==> config.mk <==
export PLATFORM = sky130hd
export DESIGN_NAME = note_quiz_ctrl
export DESIGN_NICKNAME = d
export VERILOG_FILES = /design/src/rtl/note_quiz_pkg.sv /design/src/rtl/note_seq_buf.sv /design/src/rtl/note_quiz_ctrl.sv
export SDC_FILE = /design/constraint.sdc
export NUM_CORES = 1
export LEC_CHECK = 0
export ABC_CLOCK_PERIOD_IN_PS = 7500
export BUFFER_PORTS_ARGS = -buffer_cell sky130_fd_sc_hd__buf_2
export CAP_MARGIN = 15
export CORE_MARGIN = 2
export CORE_UTILIZATION = 50
export CTS_BUF_LIST = sky130_fd_sc_hd__clkbuf_8 sky130_fd_sc_hd__clkbuf_16
export DETAILED_ROUTE_END_ITERATION = 7
export GPL_ROUTABILITY_DRIVEN = 0
export GPL_TIMING_DRIVEN = 0
export PLACE_DENSITY = 0.79
export SYNTH_ARGS = -nofsm -noshare
export SYNTH_HDL_FRONTEND = slang
export SYNTH_SLANG_ARGS = --single-unit
==> constraint.sdc <==
create_clock -name clk -period 7.5 [get_ports clk]
set_clock_uncertainty 0.2 [all_clocks]
set_input_delay 0.375 -clock clk [delete_from_list [all_inputs] [get_ports clk]]
set_output_delay 0.375 -clock clk [all_outputs]
set_load 0.02 [all_outputs]
==> src/rtl/note_quiz_pkg.sv <==
// Shared types for the note memory-game controller.
// State encoding, note type and score helpers.
package note_quiz_pkg;

  typedef enum logic [2:0] {
    ST_IDLE,
    ST_GEN,
    ST_PLAY_NOTE,
    ST_PLAY_GAP,
    ST_LISTEN,
    ST_PASS,
    ST_OVER
  } state_t;

  localparam int NOTE_COUNT = 12;
  localparam int SCORE_MAX  = 255;

  typedef logic [3:0] note_t;

  typedef struct packed {
    logic new_game;
    logic gen;
    logic pass;
    logic win;
    logic idx_clr;
    logic idx_inc;
    logic cnt_clr;
    logic cnt_inc;
  } ctl_t;

  // LFSR values 12..15 fold back into the 12-note range.
  function automatic note_t fold_note(input note_t n);
    if (n >= note_t'(NOTE_COUNT))
      return note_t'(n - note_t'(NOTE_COUNT));
    return n;
  endfunction

  function automatic logic [7:0] sat_add(
    input logic [7:0] s,
    input logic [3:0] a
  );
    logic [8:0] sum;
    sum = {1'b0, s} + {5'd0, a};
    if (sum > 9'(SCORE_MAX))
      return 8'(SCORE_MAX);
    return sum[7:0];
  endfunction

endpackage

==> src/rtl/note_seq_buf.sv <==
// Note sequence storage for the memory game.
// One synchronous write port, one combinational read port.
module note_seq_buf
  import note_quiz_pkg::*;
#(
  parameter int SEQ_MAX = 8
) (
  input  logic       clk,
  input  logic       we,
  input  logic [3:0] waddr,
  input  note_t      wdata,
  input  logic [3:0] raddr,
  output note_t      rdata
);

  note_t mem [SEQ_MAX];

  // Write the addressed entry; contents need no reset.
  always_ff @(posedge clk) begin
    for (int i = 0; i < SEQ_MAX; i++) begin
      if (we && waddr == 4'(i))
        mem[i] <= wdata;
    end
  end

  // Mux read keeps the address width independent of depth.
  always_comb begin
    rdata = '0;
    for (int i = 0; i < SEQ_MAX; i++) begin
      if (raddr == 4'(i))
        rdata = mem[i];
    end
  end

endmodule

==> src/rtl/note_quiz_ctrl.sv <==
// Memory-game controller: grows a random note sequence,
// plays it back, then checks the player's presses.
module note_quiz_ctrl
  import note_quiz_pkg::*;
#(
  parameter int SEQ_MAX       = 8,
  parameter int NOTE_TICKS    = 4,
  parameter int GAP_TICKS     = 1,
  parameter int TIMEOUT_TICKS = 16
) (
  input  logic       clk,
  input  logic       reset,
  input  logic       start,
  input  logic       tick,
  input  logic [3:0] rand_note,
  output logic       enable_rand,
  input  logic       key_valid,
  input  logic [3:0] key_note,
  output logic       play_en,
  output logic [3:0] play_note,
  output logic [3:0] level,
  output logic [7:0] score,
  output logic       busy,
  output logic       round_pass,
  output logic       game_over,
  output logic       won
);

  localparam logic [15:0] NOTE_LAST = 16'(NOTE_TICKS - 1);
  localparam logic [15:0] GAP_LAST  = 16'(GAP_TICKS - 1);
  localparam logic [15:0] TO_LAST   = 16'(TIMEOUT_TICKS - 1);
  localparam logic [3:0]  LVL_MAX   = 4'(SEQ_MAX);

  state_t      st;
  state_t      nxt;
  ctl_t        ctl;
  logic [3:0]  idx;
  logic [15:0] cnt;
  note_t       rd_note;
  note_t       wr_note;
  logic        idx_last;
  logic        key_hit;

  assign wr_note  = fold_note(rand_note);
  assign idx_last = (idx == level - 4'd1);
  assign key_hit  = (key_note == rd_note);

  note_seq_buf #(
    .SEQ_MAX(SEQ_MAX)
  ) u_buf (
    .clk  (clk),
    .we   (ctl.gen),
    .waddr(level),
    .wdata(wr_note),
    .raddr(idx),
    .rdata(rd_note)
  );

  // State register.
  always_ff @(posedge clk or posedge reset) begin
    if (reset)
      st <= ST_IDLE;
    else
      st <= nxt;
  end

  // Next state and datapath control strobes.
  always_comb begin
    nxt = st;
    ctl = '0;
    unique case (st)
      ST_IDLE, ST_OVER: begin
        if (start) begin
          ctl.new_game = 1'b1;
          nxt          = ST_GEN;
        end
      end
      ST_GEN: begin
        ctl.gen     = 1'b1;
        ctl.idx_clr = 1'b1;
        ctl.cnt_clr = 1'b1;
        nxt         = ST_PLAY_NOTE;
      end
      ST_PLAY_NOTE: begin
        if (tick) begin
          if (cnt == NOTE_LAST) begin
            ctl.cnt_clr = 1'b1;
            nxt         = ST_PLAY_GAP;
          end else begin
            ctl.cnt_inc = 1'b1;
          end
        end
      end
      ST_PLAY_GAP: begin
        if (tick) begin
          if (cnt == GAP_LAST) begin
            ctl.cnt_clr = 1'b1;
            if (idx_last) begin
              ctl.idx_clr = 1'b1;
              nxt         = ST_LISTEN;
            end else begin
              ctl.idx_inc = 1'b1;
              nxt         = ST_PLAY_NOTE;
            end
          end else begin
            ctl.cnt_inc = 1'b1;
          end
        end
      end
      ST_LISTEN: begin
        // A press wins over a tick in the same cycle.
        if (key_valid) begin
          ctl.cnt_clr = 1'b1;
          if (!key_hit)
            nxt = ST_OVER;
          else if (idx_last)
            nxt = ST_PASS;
          else
            ctl.idx_inc = 1'b1;
        end else if (tick) begin
          if (cnt == TO_LAST)
            nxt = ST_OVER;
          else
            ctl.cnt_inc = 1'b1;
        end
      end
      ST_PASS: begin
        ctl.pass = 1'b1;
        if (level == LVL_MAX) begin
          ctl.win = 1'b1;
          nxt     = ST_OVER;
        end else begin
          nxt = ST_GEN;
        end
      end
      default: nxt = ST_IDLE;
    endcase
  end

  // Level, score, index, tick counter and win flag.
  always_ff @(posedge clk or posedge reset) begin
    if (reset) begin
      level <= '0;
      score <= '0;
      idx   <= '0;
      cnt   <= '0;
      won   <= 1'b0;
    end else begin
      if (ctl.new_game) begin
        level <= '0;
        score <= '0;
        won   <= 1'b0;
      end
      if (ctl.gen)
        level <= level + 4'd1;
      if (ctl.idx_clr || ctl.new_game)
        idx <= '0;
      else if (ctl.idx_inc)
        idx <= idx + 4'd1;
      if (ctl.cnt_clr)
        cnt <= '0;
      else if (ctl.cnt_inc)
        cnt <= cnt + 16'd1;
      if (ctl.pass)
        score <= sat_add(score, level);
      if (ctl.win)
        won <= 1'b1;
    end
  end

  // State-decoded outputs.
  always_comb begin
    enable_rand = 1'b0;
    play_en     = 1'b0;
    play_note   = '0;
    busy        = 1'b0;
    round_pass  = 1'b0;
    game_over   = 1'b0;
    unique case (st)
      ST_GEN: begin
        enable_rand = 1'b1;
        busy        = 1'b1;
      end
      ST_PLAY_NOTE: begin
        play_en   = 1'b1;
        play_note = rd_note;
        busy      = 1'b1;
      end
      ST_PLAY_GAP: busy = 1'b1;
      ST_LISTEN:   busy = 1'b1;
      ST_PASS: begin
        round_pass = 1'b1;
        busy       = 1'b1;
      end
      ST_OVER: game_over = 1'b1;
      default: ;
    endcase
  end

endmodule

Yosys cells after proc, flatten, opt, wreduce, memory -nomap -nowiden

Memory sizes are Yosys's and may differ from the RTL's.
Cells that the tools add are included.

Register bits after elaboration: 36
Memory bits (writable): 32
Logic and storage cells: 178
Memories: 1

Memory list:

| memory    | depth | bits a word | rd ports | clocked after memory_dff | wr ports | line               | source |
|---|---|---|---|---|---|---|---|
| u_buf.mem | 8     | 4           | 8        | 0                        | 1        | note_seq_buf.sv:16 | `note_t mem [SEQ_MAX];` |

Add/subtract/negate cells: 6
Magnitude comparators: 2
Equal/unequal tests: 33
Muxes and demuxes: 102
Reductions and logical operators: 28

Operators with widths:

| cell                  | number |
|---|---|
| $mux 4                | 23 |
| $mux 3                | 20 |
| $mux 1                | 45 |
| $eq 4x3->1 const B    | 8 |
| $mux 16               | 2 |
| $mux 8                | 4 |
| $reduce_or 4->1       | 7 |
| $pmux 3 s6            | 1 |
| $add 16x1->16 const B | 1 |
| $eq 16x2->1 const B   | 1 |
| $eq 16x4->1 const B   | 1 |
| $eq 4x2->1 const B    | 4 |
| $logic_not 16->1      | 1 |
| $ne 2x2->1 const B    | 5 |
| $reduce_bool 2->1     | 5 |
| $add 8x4->9           | 1 |
| $eq 3x3->1 const B    | 3 |
| $gt 9x8->1 const B    | 1 |
| $add 4x1->4 const B   | 2 |
| $eq 4x1->1 const B    | 2 |
| $eq 4x4->1            | 2 |
| $logic_and 1x1->1     | 8 |
| $logic_not 4->1       | 2 |
| $reduce_and 8->1      | 1 |
| 16 further kinds      | 21 |

Depth between registers and ports, before layout

Gate-level depths: netlist of the first run.

Depth after elaboration: 15
Depth in mapped cells: 12
Mapped depth without buffers: 10

Cells and area by module

From an unflattened synthesis of the first run, not the netlist that was laid out.

Cells, all modules: 385
Area, all modules: 3973.8 µm²

Modules (own cells, without submodules):

| module         | instances | cells each | area an instance (µm²) | seq. area each (µm²) |
|---|---|---|---|---|
| note_quiz_ctrl | 1         | 287        | 2572.5                 | 900.9 |
| note_seq_buf   | 1         | 98         | 1401.3                 | 960.9 |

Least setup slack after synthesis of the first run

OpenSTA, ideal clock, no wires.

Path kind: register to register
Start: reg idx[0]
End: reg idx[2]
Setup time: 0.078 ns
Arrival: 2.804 ns
Required time: 7.222 ns
Path slack: 4.418 ns
Stages on the path, launching flop included: 10
Path buffers: 0
Path through: dfrtp_1 > ha_1 > or3_1 > a221o_1 > a311oi_2 > mux2i_1 > nand4_2 > o22a_4 > or4_1 > a21oi_1

Cells in the longest elaborated chain, start to end: 14
Elaborated cells on any way between the ends: 31
Classes of those cells: add/sub (1); eq/ne (9); mux (18); reduce/logical (3)

Ends and longest elaborated chain:

| element                     | line                  | source |
|---|---|---|
| from (decl)                 | note_quiz_ctrl.sv:37  | `logic [3:0] idx;` |
| from (signal assigned)      | note_quiz_ctrl.sv:159 | `idx <= idx + 4'd1;` |
| $logic_not 4->1             | note_seq_buf.sv:30    | `if (raddr == 4'(i))` |
| $mux 4 (8 in series)        | note_seq_buf.sv:30    |  |
| $eq 4x4->1                  | note_quiz_ctrl.sv:46  | `assign key_hit = (key_note == rd_note);` |
| $mux 1                      | note_quiz_ctrl.sv:114 | `if (!key_hit)` |
| $mux 2                      | note_quiz_ctrl.sv:112 | `if (key_valid) begin` |
| $pmux 1 s2                  | note_quiz_ctrl.sv:71  | `unique case (st)` |
| $reduce_bool 2->1 (no line) | -                     |  |

Several ways; a longest one is shown, not always the timed one. The select of a mux whose other input is x is not followed.
A chain may end at the register's enable or synchronous reset.

Worst setup path in the final report of the first run

Start: reg idx[0]
End: reg idx[3]

The elaborated chain is that of the path after synthesis.

==> results of run 1 <==
[cells in the final DEF, fill, tap and decap left out, types with 12 or more instances in the layout]
| master | instances |
|---|---|
| nor2_1 | 37 |
| buf_2 | 36 |
| dfrtp_1 | 36 |
| edfxtp_1 | 32 |
| nand2_1 | 29 |
| inv_1 | 23 |
| a21oi_1 | 23 |
| xnor2_1 | 16 |
| o21ai_0 | 15 |
| ha_1 | 15 |
| nand3_1 | 12 |
[cells by family (layout without fill, tap and decap cells)]
kind of cell	count (synthesis)	count (layout)	synth area share
compound gates	83	83	0.151
xor+xnor	25	25	0.0565
mux	2	2	0.00517
fa+ha+maj	16	16	0.0536
simple gates	152	152	0.207
flops	68	68	0.480
buf+inv	38	90	0.0465
[state kept, by name, indices dropped and copies added (netlist names)]
| name | cells |
|---|---|
| score | 8 |
| won | 1 |
| u_buf.mem | 32 |
| level | 4 |
| st | 3 |
| cnt | 16 |
| idx | 4 |
[final cells by class]
cell class              count  share of cell area
inverters                  22              0.0189
multi-input cells         278               0.419
clock inverters             7             0.00972
clock buffers               9              0.0283
plain buffers              16              0.0223
well taps                 102              0.0292
repair buffers             36              0.0475
flip-flops and latches     68               0.425
[per-stage QoR]
| stage | instance area (sq um) | setup slack (ps) | total power, mW | utilization |
|---|---|---|---|---|
| after global routing | 4380 | 3730 | 1.43 | 0.575 |
| final | 4380 | 3910 | 1.34 | 0.575 |
| after detailed placement | 4200 | 3900 | 1.09 | 0.552 |
| after global placement | 4170 | 3980 | 1.07 | 0.549 |
| after floorplan | 3870 | 4420 | 0.929 | - |
| after CTS | 4380 | 3890 | 1.35 | 0.575 |
[metal layers]
layer	global-route usage	up-vias	share of wire
li1	-	1490	-
met1	0.274	1468	0.44
met2	0.357	94	0.50
met3	0.0329	17	0.041
met4	0.0958	0	0.015
met5	0	-	0
[where the power goes]
part,switching (mW),internal (mW)
Sequential,0.0468,0.425
Combinational,0.371,0.241
Clock,0.141,0.118
Total,0.559,0.784
[worst paths after layout]
kind	slack, ps	startpoint	depth (start not counted)	end
min in group asynchronous	450	reset	3	score[4]
worst min-delay path	80	rand_note[0]	1	u_buf.mem[0][12]
worst min register to register	320	won	2	won
worst max register to register	3910	idx[0]	9	idx[3]
worst max-delay path	3910	idx[0]	9	idx[3]
max in group asynchronous	6100	reset	4	st[2]
[worst reg2reg max path: stages (launching register included)]
cell and delay (ps):
dfrtp_1 450, ha_1 330, or3_1 460, a221o_1 350
a311oi_2 370, mux2i_1 270, nand4_2 200, o22a_4 300
or4_1 400, a21oi_1 170
[synth_stat cells (all sizes together), types with 2 or more instances]
cell,number
nor2,37
dfrtp,36
edfxtp,32
nand2,29
a21oi,24
inv,22
o21ai,17
xnor2,16
ha,15
nand3,12
clkbuf,10
nor2b,10
nor3,10
and2,9
xor2,9
nand3b,8
nor4,8
nand4,7
and3,6
buf,6
a211oi,5
nor3b,5
o31ai,5
a221oi,4
a22oi,4
a21o,3
o22ai,3
or3,3
a211o,2
a311oi,2
a31oi,2
mux2i,2
nand2b,2
nor4b,2
o22a,2
o311ai,2
or4,2
==> results.md, run 1 <==
Outcome:
- The run finished with clean final reports.

Timing:
- The worst pin sits at a relative slew slack of 0.202.
- The transition time at the pin with the least slew margin is 1180 ps.
- The max-slew violation count is 0.
- The time the final worst path needs with I/O delays and setup is 3590 ps.
- Setup violations remaining at the end of the flow were counted as 0.
- Setup repair after global routing left no endpoint under its margin.
- After routing, the total negative slack on setup checks comes to 0 ps.
- Hold timing on the final database bottoms out at a slack of 84.4 ps.
- Of the available clock period, the critical path in the final layout requires 0.479.
- The number of hold-slack violations in the final timing report came to 0.
- The achievable clock frequency is 278 MHz.

Place:
- The number of buffers added on ports is 34.
- After detailed placement, the design holds a cell count of 521.
- The half-perimeter wire length of the detailed placement result is 6060 um.

Logic synthesis:
- The mean cell area of the mapped netlist is 10.1 sq um.
- The number of synthesized register bits is 68.
- The number of nets in the synthesized netlist is 413.
- The synthesized netlist contains 59 unique library cells.
- For this run, the leading register cell type out of synthesis is dfrtp_1.
- The synthesis warning total is 0.
- The cell accounting for the most synthesized area is edfxtp_1.
- The cell count after synthesis came out at 384.
- The register area share after synthesis is 0.480.
- The share of synthesized area in the top cell type comes to 0.248.
- In the synthesized netlist the async set-or-reset flop fraction comes to 0.529.
- After synthesis, the cell types taking the most area are edfxtp_1 25%, dfrtp_1 23%, ha_1 4.8%.
- The count of flip-flops with a built-in enable after synthesis is 32.
- The mapped netlist covers 3870 sq um.

Worst setup path:
- The peak per-stage delay on the critical path is 460 ps.
- The data arrival time of the critical path is 3660 ps.
- The kind of end point of the critical path is a flop.
- The slowest stage of the critical path belongs to the cell or3_1.
- For the worst setup path, the data required time is 7560 ps.
- The buffers plus inverters on the worst setup path is 0.
- Along the worst path, the maximum fanout reaches 7.
- The worst setup path is launched from a flop.
- Traced cell by cell, the critical path runs through ha_1 > or3_1 > a221o_1 > a311oi_2 > mux2i_1 > nand4_2 > o22a_4 > or4_1 > a21oi_1.
- The worst setup path is of the flop to flop kind.
- The cell family contributing the most delay on the critical path is compound AO/OA/AOI/OAI gates.

Route:
- The count of routing violations after the opening detailed-route iteration is 242.
- In the final routed layout, each cell accounts on average for 15.6 um.
- Wires add up to 8390 um.
- Dividing the detail-routed via count by the number of cells gives 5.70.
- Once detail routing completed, the nets flagged for antenna violations numbered 0.
- For this run, design rule violations remaining after detail routing come to 0.
- For this run, the detailed router's first-pass iteration total came to 6.
- The total via count in the routed design is 3069.

Min path:
- The type of the tightest min-delay check is input port to flop.

Power and ir drop:
- In this run the static leakage power is 1.77 nW.
- The highest ir drop seen on vdd is 126 uV.
- The power density of the placed cells is 307 nW/um^2.

Floorplan:
- 35 I/O pins were placed.
- The initial core utilization is 0.509.
- The full die area is 8470 sq um.
- The number of placement rows is 32.
- The overall die width is 92.0 um.
- From bottom edge to top edge, the die measures 92.0 um.
- The region available for standard cell placement spans 7610 sq um.

Clock network:
- After clock tree synthesis, the clock-pin slew on the worst setup and hold paths is 80 ps.
- No sink is reached through more buffers than the 2 on the longest clock path.
- For this design, the sink count on the clock tree is 68.
- Clock latency on the worst-skew pair, taken at its later pin, is 350 ps.
- After clock tree synthesis, the setup repair step added 0 buffers.
- The number of clock buffers added by TritonCTS is 9.
- Buffers inserted to repair hold after CTS numbered 1.
- The total number of H-tree levels is 3.
- The TritonCTS clock tree is yes.
- The count of instances resized after the clock tree is built is 0.
- The cell chosen for the clock root is clkbuf_8.

GRT:
- After global routing the overflow that remains totals 0.
- The first-pass GRT wire length is 14200 um.
- The pin count of the biggest net entering global routing is 23.
- The initial antenna violation count is 0.
- Across every metal layer, demand over resource in global routing totals 0.213.
- The number of global-route vias before repair came to 2892.

Final layout:
- The final standard cell count with taps included and fillers excluded is 538.
- The area growth from synthesis to layout is 12.9%.
- The net count reported at finish is 460.
- The share of final-layout standard cells stronger than drive strength 1 is 0.149.
- 0 antenna diodes ended up in the layout.
- Summing all multi-input logic gate instances after layout gives 1830 sq um.
- The count of filler cells inserted in the layout is 667.
- The area taken by flip-flops and latches is 1860 sq um.

Flow run:
- The max-cap violation count is 0.
(Power assumes the default switching activity.)
==> run 2: changes to the inputs <==
- ABC_CLOCK_PERIOD_IN_PS: 7500 -> 2930
- PLACE_DENSITY: 0.79 -> 0.82
- clock period: 7.5 -> 2.93 ns (I/O delays scaled with it)
==> run 2 against run 1 <==
Against the previous run: the run now ends with setup timing left; total power grew to 2.8 times the previous value; clock power rose to 3.1 times the previous value; via count up 3.5%; combinational power rose to 2.9 times the previous value; first-iteration DRC count shrank 29%; count of clock-buffer cells in the layout unchanged; register-to-register slack lost 4100 ps; worst setup slack got worse by 4100 ps; core utilization rose by 2.7 points; critical path type unchanged; largest power group unchanged.
==> results.md, run 2 (synthesis results as in run 1) <==
Clock network:
- The clock insertion delay at the later pin of the skew report is 350 ps (about the same).
- The number of sinks handled by clock tree synthesis is 68 (unchanged).
- In this run the clock root is driven by a clkbuf_8.
- The clock edge transition at the registers on the reported setup and hold paths was 80 ps (about the same).
- The maximum root-to-sink buffer count came to 2 (unchanged).
- TritonCTS built the clock tree.
- The total CTS buffers is 9 (unchanged).
- The total number of H-tree levels came to 3 (unchanged).

Final layout:
- The final standard cell count with taps included and fillers excluded is 553 (+2.8%).
- The count of filler cells inserted in the layout was 634 (-4.9%).
- The share of final-layout standard cells stronger than drive strength 1 was 0.200 (+0.0505).
- The largest registers in the layout are u_buf.mem: 32 flops, cnt: 16 flops, score: 8 flops.
- Leaving out fill and tap cells, the most frequent cell in the layout is nor2_1.
- The net count reported at finish is 475 (+3.3%).
- The diode insertion count for antenna repair is 0 (unchanged).
- The final design utilization came to 0.603 (+0.0275).
- The register with the most flip-flops is u_buf.mem.
- The area growth from synthesis to layout is 18.3%.
- The top cell types in the final layout, fill and taps aside, are 37 x nor2_1, 36 x buf_2, 34 x dfrtp_1, 32 x edfxtp_1, 29 x nand2_1.
- The number of flip-flops under the largest register name is 32 (unchanged).

Outcome:
- The checks that failed: setup timing.
- The run finished, with violations left.

GRT:
- The first-pass GRT wire length was 14700 um (+3.6%).
- The total congestion overflow is 0 (unchanged).
- The initial antenna violation count is 0 (unchanged).
- The overall track demand over capacity in global routing was 0.221 (+0.00782).
- The number of global-route vias before repair came to 3000 (+3.7%).
- The pin count of the biggest net entering global routing was 21 (-8.7%).

Timing:
- The time the final worst path needs with I/O delays and setup came to 3160 ps (-437 ps).
- The achievable clock frequency was 317 MHz (+14%).
- The minimum setup slack in the final design is -227 ps (-4130 ps).
- The share of the clock period used by the worst path is 1.08 (+0.598).
- The transition time at the pin with the least slew margin is 953 ps (-227 ps).
- The number of hold-slack violations in the final timing report is 0 (unchanged).
- Setup repair after global routing could not meet its margin everywhere.
- The max-slew headroom at the worst pin came to 0.356 (+0.153).
- The max-slew violation count was 0 (unchanged).
- The final count of negative-setup-slack endpoints is 6 (+6).

Power and ir drop:
- The switching share of total power was 0.405 (-0.0105).
- The combinational share of power is 0.463 (+0.007).
- The share of power burned in the clock network is 0.216 (+0.023).
- The highest ir drop seen on vdd is 480 uV (+280%).
- The portion of total power attributed to sequential cells is 0.321 (-0.030).
- The power density of the placed cells was 822 nW/um^2 (+170%).
- The static leakage was 1.85 nW (+4.8%).
- The total net switching power is 1.53 mW (+170%).
- The total internal power is 2.24 mW (+190%).

Route:
- The mean routed wirelength per cell is 15.8 um (+1.6%).
- The first-pass iteration count of the detailed router came to 5 (-1).
- The wire length after detailed routing was 8760 um (+4.5%).
- The total via count in the routed design is 3177 (+3.5%).
- The number of DRC violations after detailed routing is 0 (unchanged).
- The count of routing violations after the opening detailed-route iteration is 173 (-29%).
- The average vias per placed instance is 5.75 (+0.71%).
- The number of nets with antenna violations after detailed routing is 0 (unchanged).

Floorplan:
- The core region area is 7610 sq um (unchanged).
- The initial core utilization came to 0.509 (unchanged).
- The overall die width is 92.0 um (unchanged).
- The die span in y came to 92.0 um (unchanged).
- The number of placement rows is 32 (unchanged).
- The I/O pin count is 35 (unchanged).
- The full die area is 8470 sq um (unchanged).

Min path:
- The type of the tightest min-delay check is input port to flop.
- The number of cells on the worst hold path was 3 (+2).

Worst setup path:
- The start-to-end type of the worst setup path is flop to flop.
- The cell depth of the worst flop-to-flop path is 9 (unchanged).
- The required time reported for the critical path endpoint is 3010 ps (-4550 ps).
- The maximum fanout count along the critical path was 6 (-1).
- The peak per-stage delay on the critical path is 450 ps (about the same).
- The worst setup path is captured at a flop.
- The critical path goes through ha_4 > or3_4 > a221o_1 > a311oi_2 > mux2i_1 > nand4_2 > o22a_4 > or4_4 > a21oi_2.
- STA classifies the critical path startpoint as a flop.
- The data arrival time of the critical path is 3230 ps (-430 ps).
- For this design, the slowest cell found on the critical path is dfrtp_2.

Place:
- The post-place setup slack is -373 ps (-4270 ps).
- The number of buffers added on ports was 34 (unchanged).
- The placed cell count is 521 (unchanged).
- The half-perimeter wire length of the detailed placement result is 6160 um (+1.7%).

Flow run:
- The max-cap violation count is 0 (unchanged).
-- run 2: final cells by class --
cell class	instances	area, sq um	share of cell area
Buffer	16	110	0.0240
Inverter	22	82.6	0.0180
Tap cell	102	128	0.0278
Sequential cell	68	1860	0.407
Timing Repair Buffer	51	330	0.0720
Clock inverter	7	80.1	0.0175
Clock buffer	9	124	0.0270
Multi-Input combinational cell	278	1870	0.407
-- run 2: what timing repair did --
action	4_1_cts	5_1_grt
setup buffers	8	3
hold endpoints to repair	48	0
endpoints found under the setup margin	5	16
pin swaps	6	2
gates resized for setup	4	11
hold buffers	5	0
-- run 2: power groups by stage --
stage	Combinational, mW	Clock [mW]	Sequential [mW]
after global placement	1.53	0	1.23
after detailed placement	1.58	0	1.24
after CTS	1.68	0.825	1.21
after floorplan	1.15	0	1.25
final	1.75	0.814	1.21
after global routing	1.91	0.868	1.23
-- run 2: critical path: cells and delay by family, from the launching register on --
kind	cells	cell delay [ps]
flops	1	450
compound gates	4	1050
fa+ha+maj	1	170
simple gates	3	950
mux	1	260
-- run 2: metal layers --
metal,track usage,wire (um)
met1,0.297,3950
met5,0,0
met2,0.357,4360
met4,0.0672,70
met3,0.0534,382
-- run 2: worst paths after layout --
kind                         from  endpoint  slack, ps
min in group asynchronous   reset  score[6]        270
min reg2reg                   won       won        300
max in group asynchronous   reset    idx[2]       1690
min                         start  level[3]         70
max                        idx[0]    idx[2]       -230
max reg2reg                idx[0]    idx[2]       -230
-- run 2: through the flow --
step | instance area [sq um] | power (mW) | hold slack [ps] | setup TNS (ps)
finish | 4590 | 3.77 | 74.6 | -969
global route | 4590 | 4.00 | 73.1 | -1470
floorplan | 3900 | 2.40 | 45.4 | 0
global placement | 4190 | 2.76 | 220 | -839
detailed placement | 4220 | 2.81 | 126 | -1000
CTS | 4550 | 3.72 | 55.5 | -712
